$ cat config.mk
export PLATFORM = sky130hd
export DESIGN_NAME = ps2_host_tx
export DESIGN_NICKNAME = d
export VERILOG_FILES = /design/src/rtl/ps2_pkg.sv /design/src/rtl/ps2_clk_filter.sv /design/src/rtl/ps2_host_tx.sv
export SDC_FILE = /design/constraint.sdc
export NUM_CORES = 1
export LEC_CHECK = 0
export ABC_AREA = 1
export ABC_CLOCK_PERIOD_IN_PS = 4200
export CORE_MARGIN = 10
export CORE_UTILIZATION = 50
export DETAILED_ROUTE_END_ITERATION = 16
export PLACE_DENSITY = 0.68
export SKIP_CTS_REPAIR_TIMING = 1
export SLEW_MARGIN = 20
export SYNTH_ARGS = -nofsm -noshare
export SYNTH_HDL_FRONTEND = slang
export SYNTH_SLANG_ARGS = --single-unit
$ cat constraint.sdc
create_clock -name clk -period 4.2 [get_ports clk]
set_input_delay 0.42 -clock clk [delete_from_list [all_inputs] [get_ports clk]]
set_output_delay 0.42 -clock clk [all_outputs]
set_load 0.005 [all_outputs]
$ cat src/rtl/ps2_pkg.sv
// Shared PS/2 definitions: host-TX state encoding, command bytes, default timing.
package ps2_pkg;

  typedef enum logic [2:0] {
    IDLE,
    RTS,
    XFER,
    ACK,
    WAIT_IDLE
  } tx_state_e;

  localparam logic [7:0] CMD_SET_LED = 8'hED;
  localparam logic [7:0] CMD_ECHO    = 8'hEE;
  localparam logic [7:0] CMD_RESET   = 8'hFF;
  localparam logic [7:0] RSP_ACK     = 8'hFA;

  // 100 us inhibit, 15 ms device timeout at 50 MHz
  localparam int INHIBIT_CYCLES_DEF = 5000;
  localparam int TIMEOUT_CYCLES_DEF = 750000;
  localparam int FILTER_LEN_DEF     = 8;

  function automatic logic odd_parity(input logic [7:0] b);
    return ~^b;
  endfunction

endpackage

$ cat src/rtl/ps2_clk_filter.sv
// Synchronizes both PS/2 lines and debounces the clock; fall_o pulses once per
// accepted 1->0 clock transition. Shared with the keyboard receiver.
module ps2_clk_filter
  import ps2_pkg::*;
#(
  parameter int FILTER_LEN = FILTER_LEN_DEF
) (
  input  logic clk,
  input  logic reset,
  input  logic ps2c_i,
  input  logic ps2d_i,
  output logic ps2c_sync_o,
  output logic ps2d_sync_o,
  output logic fall_o
);
  localparam int CW = $clog2(FILTER_LEN + 1);

  logic [1:0]    c_sync_q, d_sync_q;
  logic          filt_q, fall_q;
  logic [CW-1:0] cnt_q;

  // Sync and filter flops reset to the idle-high bus level so no spurious edge
  // is seen when reset is released.
  always_ff @(posedge clk) begin
    if (reset) begin
      c_sync_q <= 2'b11;
      d_sync_q <= 2'b11;
      filt_q   <= 1'b1;
      fall_q   <= 1'b0;
      cnt_q    <= '0;
    end else begin
      c_sync_q <= {c_sync_q[0], ps2c_i};
      d_sync_q <= {d_sync_q[0], ps2d_i};
      fall_q   <= 1'b0;
      if (c_sync_q[1] == filt_q) begin
        cnt_q <= '0;
      end else if (cnt_q == CW'(FILTER_LEN - 1)) begin
        filt_q <= c_sync_q[1];
        fall_q <= filt_q;
        cnt_q  <= '0;
      end else begin
        cnt_q <= cnt_q + 1'b1;
      end
    end
  end

  assign ps2c_sync_o = c_sync_q[1];
  assign ps2d_sync_o = d_sync_q[1];
  assign fall_o      = fall_q;

endmodule

$ cat src/rtl/ps2_host_tx.sv
// PS/2 host-to-device transmitter: request-to-send, 11-bit frame clocked by the
// device, ack check and timeout abort. Lines are driven only via pull-low enables.
module ps2_host_tx
  import ps2_pkg::*;
#(
  parameter int INHIBIT_CYCLES = INHIBIT_CYCLES_DEF,
  parameter int TIMEOUT_CYCLES = TIMEOUT_CYCLES_DEF,
  parameter int FILTER_LEN     = FILTER_LEN_DEF
) (
  input  logic       clk,
  input  logic       reset,
  input  logic       wr,
  input  logic [7:0] din,
  input  logic       ps2c_in,
  input  logic       ps2d_in,
  output logic       ps2c_oe,
  output logic       ps2d_oe,
  output logic       busy,
  output logic       done_tick,
  output logic       err
);
  localparam int IW = $clog2(INHIBIT_CYCLES + 1);
  localparam int TW = $clog2(TIMEOUT_CYCLES + 1);

  tx_state_e     state_q, state_d;
  logic [7:0]    data_q, data_d;
  logic          par_q, par_d;
  logic          c_oe_q, c_oe_d, d_oe_q, d_oe_d;
  logic          err_q, err_d, done_q, done_d;
  logic [IW-1:0] inh_q, inh_d;
  logic [TW-1:0] to_q, to_d;
  logic [3:0]    idx_q, idx_d;
  logic          c_sync, d_sync, fall, tmo;

  ps2_clk_filter #(.FILTER_LEN(FILTER_LEN)) u_filt (
    .clk        (clk),
    .reset      (reset),
    .ps2c_i     (ps2c_in),
    .ps2d_i     (ps2d_in),
    .ps2c_sync_o(c_sync),
    .ps2d_sync_o(d_sync),
    .fall_o     (fall)
  );

  always_ff @(posedge clk) begin
    if (reset) begin
      state_q <= IDLE;
      data_q  <= '0;
      par_q   <= 1'b0;
      c_oe_q  <= 1'b0;
      d_oe_q  <= 1'b0;
      err_q   <= 1'b0;
      done_q  <= 1'b0;
      inh_q   <= '0;
      to_q    <= '0;
      idx_q   <= '0;
    end else begin
      state_q <= state_d;
      data_q  <= data_d;
      par_q   <= par_d;
      c_oe_q  <= c_oe_d;
      d_oe_q  <= d_oe_d;
      err_q   <= err_d;
      done_q  <= done_d;
      inh_q   <= inh_d;
      to_q    <= to_d;
      idx_q   <= idx_d;
    end
  end

  assign tmo = (to_q == TW'(TIMEOUT_CYCLES - 1));

  always_comb begin
    state_d = state_q;
    data_d  = data_q;
    par_d   = par_q;
    c_oe_d  = c_oe_q;
    d_oe_d  = d_oe_q;
    err_d   = err_q;
    done_d  = 1'b0;
    inh_d   = inh_q;
    to_d    = to_q;
    idx_d   = idx_q;
    unique case (state_q)
      IDLE: if (wr) begin
        data_d  = din;
        par_d   = odd_parity(din);
        err_d   = 1'b0;
        c_oe_d  = 1'b1;
        inh_d   = '0;
        state_d = RTS;
      end
      RTS: begin
        inh_d = inh_q + 1'b1;
        // Start bit goes out one cycle before the clock is released.
        if (inh_q == IW'(INHIBIT_CYCLES - 2)) d_oe_d = 1'b1;
        if (inh_q == IW'(INHIBIT_CYCLES - 1)) begin
          c_oe_d  = 1'b0;
          idx_d   = '0;
          to_d    = '0;
          state_d = XFER;
        end
      end
      XFER: begin
        to_d = to_q + 1'b1;
        if (fall) begin
          to_d  = '0;
          idx_d = idx_q + 4'd1;
          if (idx_q < 4'd8) d_oe_d = ~data_q[idx_q[2:0]];
          else if (idx_q == 4'd8) d_oe_d = ~par_q;
          else begin
            d_oe_d  = 1'b0;
            state_d = ACK;
          end
        end else if (tmo) begin
          {c_oe_d, d_oe_d} = 2'b00;
          err_d   = 1'b1;
          done_d  = 1'b1;
          state_d = IDLE;
        end
      end
      ACK: begin
        to_d = to_q + 1'b1;
        if (fall) begin
          to_d = '0;
          if (d_sync) err_d = 1'b1;
          state_d = WAIT_IDLE;
        end else if (tmo) begin
          {c_oe_d, d_oe_d} = 2'b00;
          err_d   = 1'b1;
          done_d  = 1'b1;
          state_d = IDLE;
        end
      end
      WAIT_IDLE: if (c_sync && d_sync) begin
        done_d  = 1'b1;
        state_d = IDLE;
      end
      default: state_d = IDLE;
    endcase
  end

  assign ps2c_oe   = c_oe_q;
  assign ps2d_oe   = d_oe_q;
  assign busy      = (state_q != IDLE);
  assign done_tick = done_q;
  assign err       = err_q;

endmodule

==> flow_metrics.env, run 1 <==
export IMPL_gp_routability_congestion=0.879
export IMPL_path_cells="nor3_4, nand3_2, nand2_2, inv_1, o21ai_0, nor2_1"
export IMPL_fin_skew_ns=0.00781
export IMPL_cp_data_required_time_ns=4.43
export IMPL_worst_pin_slew_ns=0.704
export IMPL_clock_latency_ns=0.34
export IMPL_cts_sinks=63
export IMPL_multiInputGateArea_sq_um=1750
export IMPL_cts_max_path_buffers=2
export IMPL_reg2reg_to="to_q[2]"
export IMPL_drv_cap=0
export IMPL_path_class="flop to flop"
export IMPL_vias=3071
export IMPL_drv_slew=0
export IMPL_area_delta_synth_final_pct=13.0
export IMPL_floorplan_initialDensity_pct=51.9
export IMPL_yosysSeqAreaShare_pct=38.1
export IMPL_endpoint_kind="flop"
export IMPL_synth_nets=504
export IMPL_hold_class="flop to flop"
export IMPL_layout_commonest_cell="nand2_1"
export IMPL_die_y_um=101
export IMPL_ys_flop_type="dfxtp_1"
export IMPL_grt_max_degree=26
export IMPL_hold_path_end="u_filt.c_sync_q[1]"
export IMPL_synthArstFlopShare_pct=0
export IMPL_num_antenna_cells=0
export IMPL_finalSetupTns_ns=0
export IMPL_startpoint_type="flop"
export IMPL_std_cell_rows=29
export IMPL_arrival_ns=2.50
export IMPL_cts_tree="built"
export IMPL_routedWlPerCell_um=12.4
export IMPL_reg2reg_depth=6
export IMPL_cp_slowest_cell="nor3_4"
export IMPL_port_buffers=17
export IMPL_max_freq_mhz=441
export IMPL_netlist_area_sq_um=3310
export IMPL_post_dp_hpwl_um=5230
export IMPL_dr_pass1_iters=4
export IMPL_clk_pin_slew_worst_paths_ns=0.07
export IMPL_first_iter_violations=158
export IMPL_fin_crit_ns=2.27
export IMPL_vias_per_cell=5.25
export IMPL_htreeDepth=3
export IMPL_pwr_density_cell_nw_per_um2=438
export IMPL_regArea_sq_um=1260
export IMPL_layout_common_cells="106 x nand2_1, 63 x dfxtp_1, 61 x nor2_1"
export IMPL_synth_avg_cell_area_sq_um=6.83
export IMPL_yosys_warnings=0
export IMPL_dieArea_sq_um=10300
export IMPL_ys_ff_latch=63
export IMPL_dp_cells=569
export IMPL_drc=0
export IMPL_path_depth=6
export IMPL_place_area_sq_um=3520
export IMPL_fin_crit_sh_pct=53.9
export IMPL_drive_above_1_share_pct=7.09
export IMPL_relSlewSlack_pct=53.0
export IMPL_crit_family="simple AND/OR/NAND/NOR gates"
export IMPL_coreArea_sq_um=6390
export IMPL_syn_instance_count=485
export IMPL_utilization_pct=58.6
export IMPL_stdcell_area_sq_um=3740
export IMPL_grt_pass1_wl_um=12500
export IMPL_finalHoldViolations=0
export IMPL_cpPeakStageDelay_ns=0.59
export IMPL_track_usage_pct=14.6
export IMPL_crit_buf_inv=1
export IMPL_grt_pass1_vias=2795
export IMPL_hold_path_startpoint="u_filt.c_sync_q[0]"
export IMPL_cts_buffers_inserted=9
export IMPL_final_cells=585
export IMPL_grt_setup_unrepaired="no"
export IMPL_leakagePower_nw=1.38
export IMPL_grt_overflow=0
export IMPL_peakVddDrop_uv=339
export IMPL_yosysUniqueCellTypes=42
export IMPL_dieWidth_um=101
export IMPL_root_buffer="clkbuf_8"
export IMPL_status="finished, final reports clean"
export IMPL_io_pins=18
export IMPL_ff2ff_setup_slack_ns=1.93
export IMPL_wl_um=7230
export IMPL_num_nets_final=522
export IMPL_hold_depth=1
export IMPL_finalSetupViolations=0
export IMPL_ant_nets=0
export IMPL_hold_slack_ns=0.415
export IMPL_synth_edff_count=0
export IMPL_fill_cells=610
export IMPL_critPathMaxFanout=24
export IMPL_worstReg2RegStart="state_q[2]"
export IMPL_grt_antenna_before_repair=0
==> cells in the mapped netlist (3+ instances only) <==
cell	number	area share [%]
o22ai_1	3	0.57
o21ai_0	29	4.4
xor2_1	3	0.79
nor3_1	13	2.0
dfxtp_1	63	38
nand4_1	13	2.5
clkbuf_1	5	0.57
or2_2	6	1.1
ha_1	6	2.3
nand3_1	28	4.2
a21oi_1	43	6.5
o21bai_1	3	0.68
xnor2_1	5	1.3
nand2_1	106	12
nor2_1	61	6.9
inv_1	59	6.7
==> final cells by class <==
| cell class | instances | area share (%) |
|---|---|---|
| clock buffers | 11 | 3.78 |
| repair buffers | 18 | 4.74 |
| flip-flops and latches | 63 | 33.7 |
| well taps | 77 | 2.57 |
| multi-input cells | 349 | 46.8 |
| clock inverters | 5 | 2.17 |
| inverters | 62 | 6.28 |
==> stage by stage <==
step                total power, W  setup slack [ns]
finish                     0.00164              1.93
global route               0.00173              1.67
CTS                        0.00165              1.93
detailed placement         0.00106              1.86
global placement           0.00106              1.88
floorplan                 0.000961              2.70
==> sequential cells by signal, summed over array words and instances, names as in the netlist <==
register / cells
ps2c_oe: 1
u_filt.filt_q: 1
idx_q: 4
u_filt.cnt_q: 4
u_filt.c_sync_q: 2
ps2d_oe: 1
err: 1
state_q: 3
inh_q: 13
data_q: 8
to_q: 20
done_tick: 1
par_q: 1
u_filt.d_sync_q: 2
u_filt.fall_o: 1
==> worst reg2reg max path, stage by stage (launching register included) <==
cell and delay [ns]:
dfxtp_1 0.46, nor3_4 0.59, nand3_2 0.21, nand2_2 0.39, inv_1 0.25, o21ai_0 0.21, nor2_1 0.05
==> metal layers <==
layer | GRT usage (%) | share of wire (%)
met1 | 19.6 | 49
met2 | 22.1 | 45
met3 | 4.42 | 5.1
met4 | 4.29 | 1.2
met5 | 0 | 0
==> report_power, final <==
group,switching [W],internal (W)
logic,0.000248,0.000130
clock network,0.000240,0.000350
registers,0.0000299,0.000642
==> worst max path at each step <==
| stage | slack [ns] | startpoint | end |
|---|---|---|---|
| 6_report | 1.93 | state_q[2] | to_q[2] |
| 5_1_grt | 1.67 | state_q[2] | to_q[2] |
| 4_1_cts | 1.93 | state_q[2] | to_q[2] |
| 3_5_place_dp | 1.86 | reset | u_filt.cnt_q[2] |
| 3_3_place_gp | 1.88 | reset | u_filt.cnt_q[2] |
| 2_1_floorplan | 2.70 | idx_q[0] | state_q[0] |
==> kinds of logic (layout without fill, tap and decap cells) <==
family | Yosys count | in the layout | synth area share, %
simple gates | 243 | 243 | 33.2
compound gates | 92 | 92 | 15.3
buf+inv | 73 | 96 | 9.10
flops | 63 | 63 | 38.1
xor+xnor | 8 | 8 | 2.11
fa+ha+maj | 6 | 6 | 2.26
No activity file was read; power rests on OpenSTA's default activity.
==> inputs of run 2 (changes only) <==
ABC_CLOCK_PERIOD_IN_PS = 2300   (was 4200)
clock period = 2.3 ns   (was 4.2 ns; I/O delays follow)
==> run 2 against run 1 <==
Flip-flop and latch count is the same. Worst setup slack lost 1.7 ns. Combinational power grew 89%. Utilization grew 0.94 points. Via count grew 2.6%. Clock power grew 100%. Sequential share of layout area shrank 0.53 points. First-iteration DRC count shrank 1.3%. Register-to-register slack lost 1.6 ns. Sequential power grew 83%. Die area is the same. Critical endpoint is now busy. Largest power group unchanged.
==> flow_metrics.env, run 2 (synthesis gave the netlist of run 1 again) <==
export IMPL_path_class="flop to primary output"
export IMPL_num_antenna_cells=0
export IMPL_cp_startpoint="state_q[2]"
export IMPL_reg_largest_list="to_q x20, inh_q x13, data_q x8"
export IMPL_pwr_density_cell_nw_per_um2=824
export IMPL_reg2reg_depth=9
export IMPL_drv_slew=0
export IMPL_layout_common_cells="106 x nand2_1, 63 x dfxtp_1, 61 x nor2_1"
export IMPL_grt_pass1_vias=2885
export IMPL_status="finished, final reports clean"
export IMPL_crit_end="busy"
export IMPL_dieArea_sq_um=10300
export IMPL_num_nets_final=527
export IMPL_cts_max_path_buffers=2
export IMPL_grt_setup_unrepaired="no"
export IMPL_clk_pin_slew_worst_paths_ns=0.07
export IMPL_drc=0
export IMPL_fin_crit_ns=2.03
export IMPL_fin_skew_ns=0.0122
export IMPL_relSlewSlack_pct=63.1
export IMPL_endpoint_kind="primary output"
export IMPL_layout_commonest_cell="nand2_1"
export IMPL_largest_register_ffs=20
export IMPL_leakagePower_nw=1.41
export IMPL_dieWidth_um=101
export IMPL_reg2reg_to="to_q[4]"
export IMPL_gp_routability_congestion=0.874
export IMPL_ff2ff_setup_slack_ns=0.33
export IMPL_first_iter_violations=156
export IMPL_critPathMaxFanout=9
export IMPL_regMostFlops="to_q"
export IMPL_routedWlPerCell_um=12.8
export IMPL_cp_data_required_time_ns=2.07
export IMPL_place_ws_ns=0.387
export IMPL_wl_um=7570
export IMPL_finalHoldViolations=0
export IMPL_io_pins=18
export IMPL_vias=3151
export IMPL_ant_nets=0
export IMPL_final_cells=590
export IMPL_timing_final_ws_setup_ns=0.269
export IMPL_htreeDepth=3
export IMPL_hold_slack_ns=0.413
export IMPL_clock_latency_ns=0.35
export IMPL_grt_pass1_wl_um=13100
export IMPL_grt_max_degree=20
export IMPL_post_dp_hpwl_um=5620
export IMPL_arrival_ns=1.80
export IMPL_finalSetupTns_ns=0
export IMPL_hold_class="flop to flop"
export IMPL_max_freq_mhz=492
export IMPL_root_buffer="clkbuf_8"
export IMPL_dp_cells=574
export IMPL_drv_cap=0
export IMPL_finalSetupViolations=0
export IMPL_worst_pin_slew_ns=0.549
export IMPL_cts_sinks=63
export IMPL_vias_per_cell=5.34
export IMPL_fin_crit_sh_pct=88.3
export IMPL_drive_above_1_share_pct=8.19
export IMPL_floorplan_initialDensity_pct=51.9
export IMPL_peakVddDrop_uv=469
export IMPL_worstReg2RegStart="inh_q[0]"
export IMPL_port_buffers=17
export IMPL_track_usage_pct=15.4
export IMPL_cts_buffers_inserted=9
export IMPL_grt_antenna_before_repair=0
export IMPL_dr_pass1_iters=5
export IMPL_die_y_um=101
export IMPL_area_delta_synth_final_pct=14.8
export IMPL_cts_tree="built"
export IMPL_coreArea_sq_um=6390
export IMPL_startpoint_type="flop"
export IMPL_std_cell_rows=29
export IMPL_total_power_w=0.00314
export IMPL_grt_overflow=0
## run 2: cell count changes in the layout (fill, tap and decap cells not counted), sizes merged
cell / before / now
bufinv: 2 / 3
clkbuf: 11 / 9
clkinvlp: 1 / 3
buf: 1 / 6
clkinv: 2 / 1
## run 2: cell type report
type	count	area, sq um
fill	605	2580
tap	77	96.3
timing repair buffer	23	215
inverter	62	235
clock buffer	9	124
clock inverter	7	121
sequential	63	1260
multi-input combinational	349	1750
## run 2: routing by layer
layer | up-vias | track usage [%] | wire [um]
li1 | 1636 | - | -
met1 | 1432 | 21.4 | 3820
met2 | 72 | 22.6 | 3310
met3 | 11 | 2.72 | 306
met4 | 0 | 7.07 | 130
met5 | - | 0 | 0
## run 2: where the power goes
part	total, W	internal, W	switching (W)
clock	0.00119	0.000721	0.000470
sequential	0.00123	0.00117	0.0000553
combinational	0.000717	0.000257	0.000460
total	0.00314	0.00215	0.000986
## run 2: worst min-delay path by stage
stage | startpoint | end | slack, ns | cells after the start
floorplan | ps2c_in | u_filt.c_sync_q[0] | 0.33 | 1
global placement | u_filt.d_sync_q[0] | u_filt.d_sync_q[1] | 0.39 | 1
detailed placement | u_filt.c_sync_q[0] | u_filt.c_sync_q[1] | 0.40 | 1
CTS | u_filt.d_sync_q[0] | u_filt.d_sync_q[1] | 0.42 | 1
global route | u_filt.c_sync_q[0] | u_filt.c_sync_q[1] | 0.43 | 1
finish | u_filt.d_sync_q[0] | u_filt.d_sync_q[1] | 0.41 | 1
## run 2: stage by stage
step	cell area, sq um	util (%)
after floorplan	3310	-
after global placement	3560	55.7
after detailed placement	3560	55.7
after CTS	3800	59.6
after global routing	3800	59.6
final	3800	59.6
## run 2: critical path, stage by stage, from the launching register on
cell and delay [ns]:
dfxtp_1 0.64, inv_1 0.14, nand2_2 0.15, clkdlybuf4s50_1 0.52
==> inputs of run 3 (changes only) <==
CTS_CLUSTER_SIZE = 24   (was default)
==> results of run 3 <==
Final layout, timing and power as in run 2 (identical DEF).
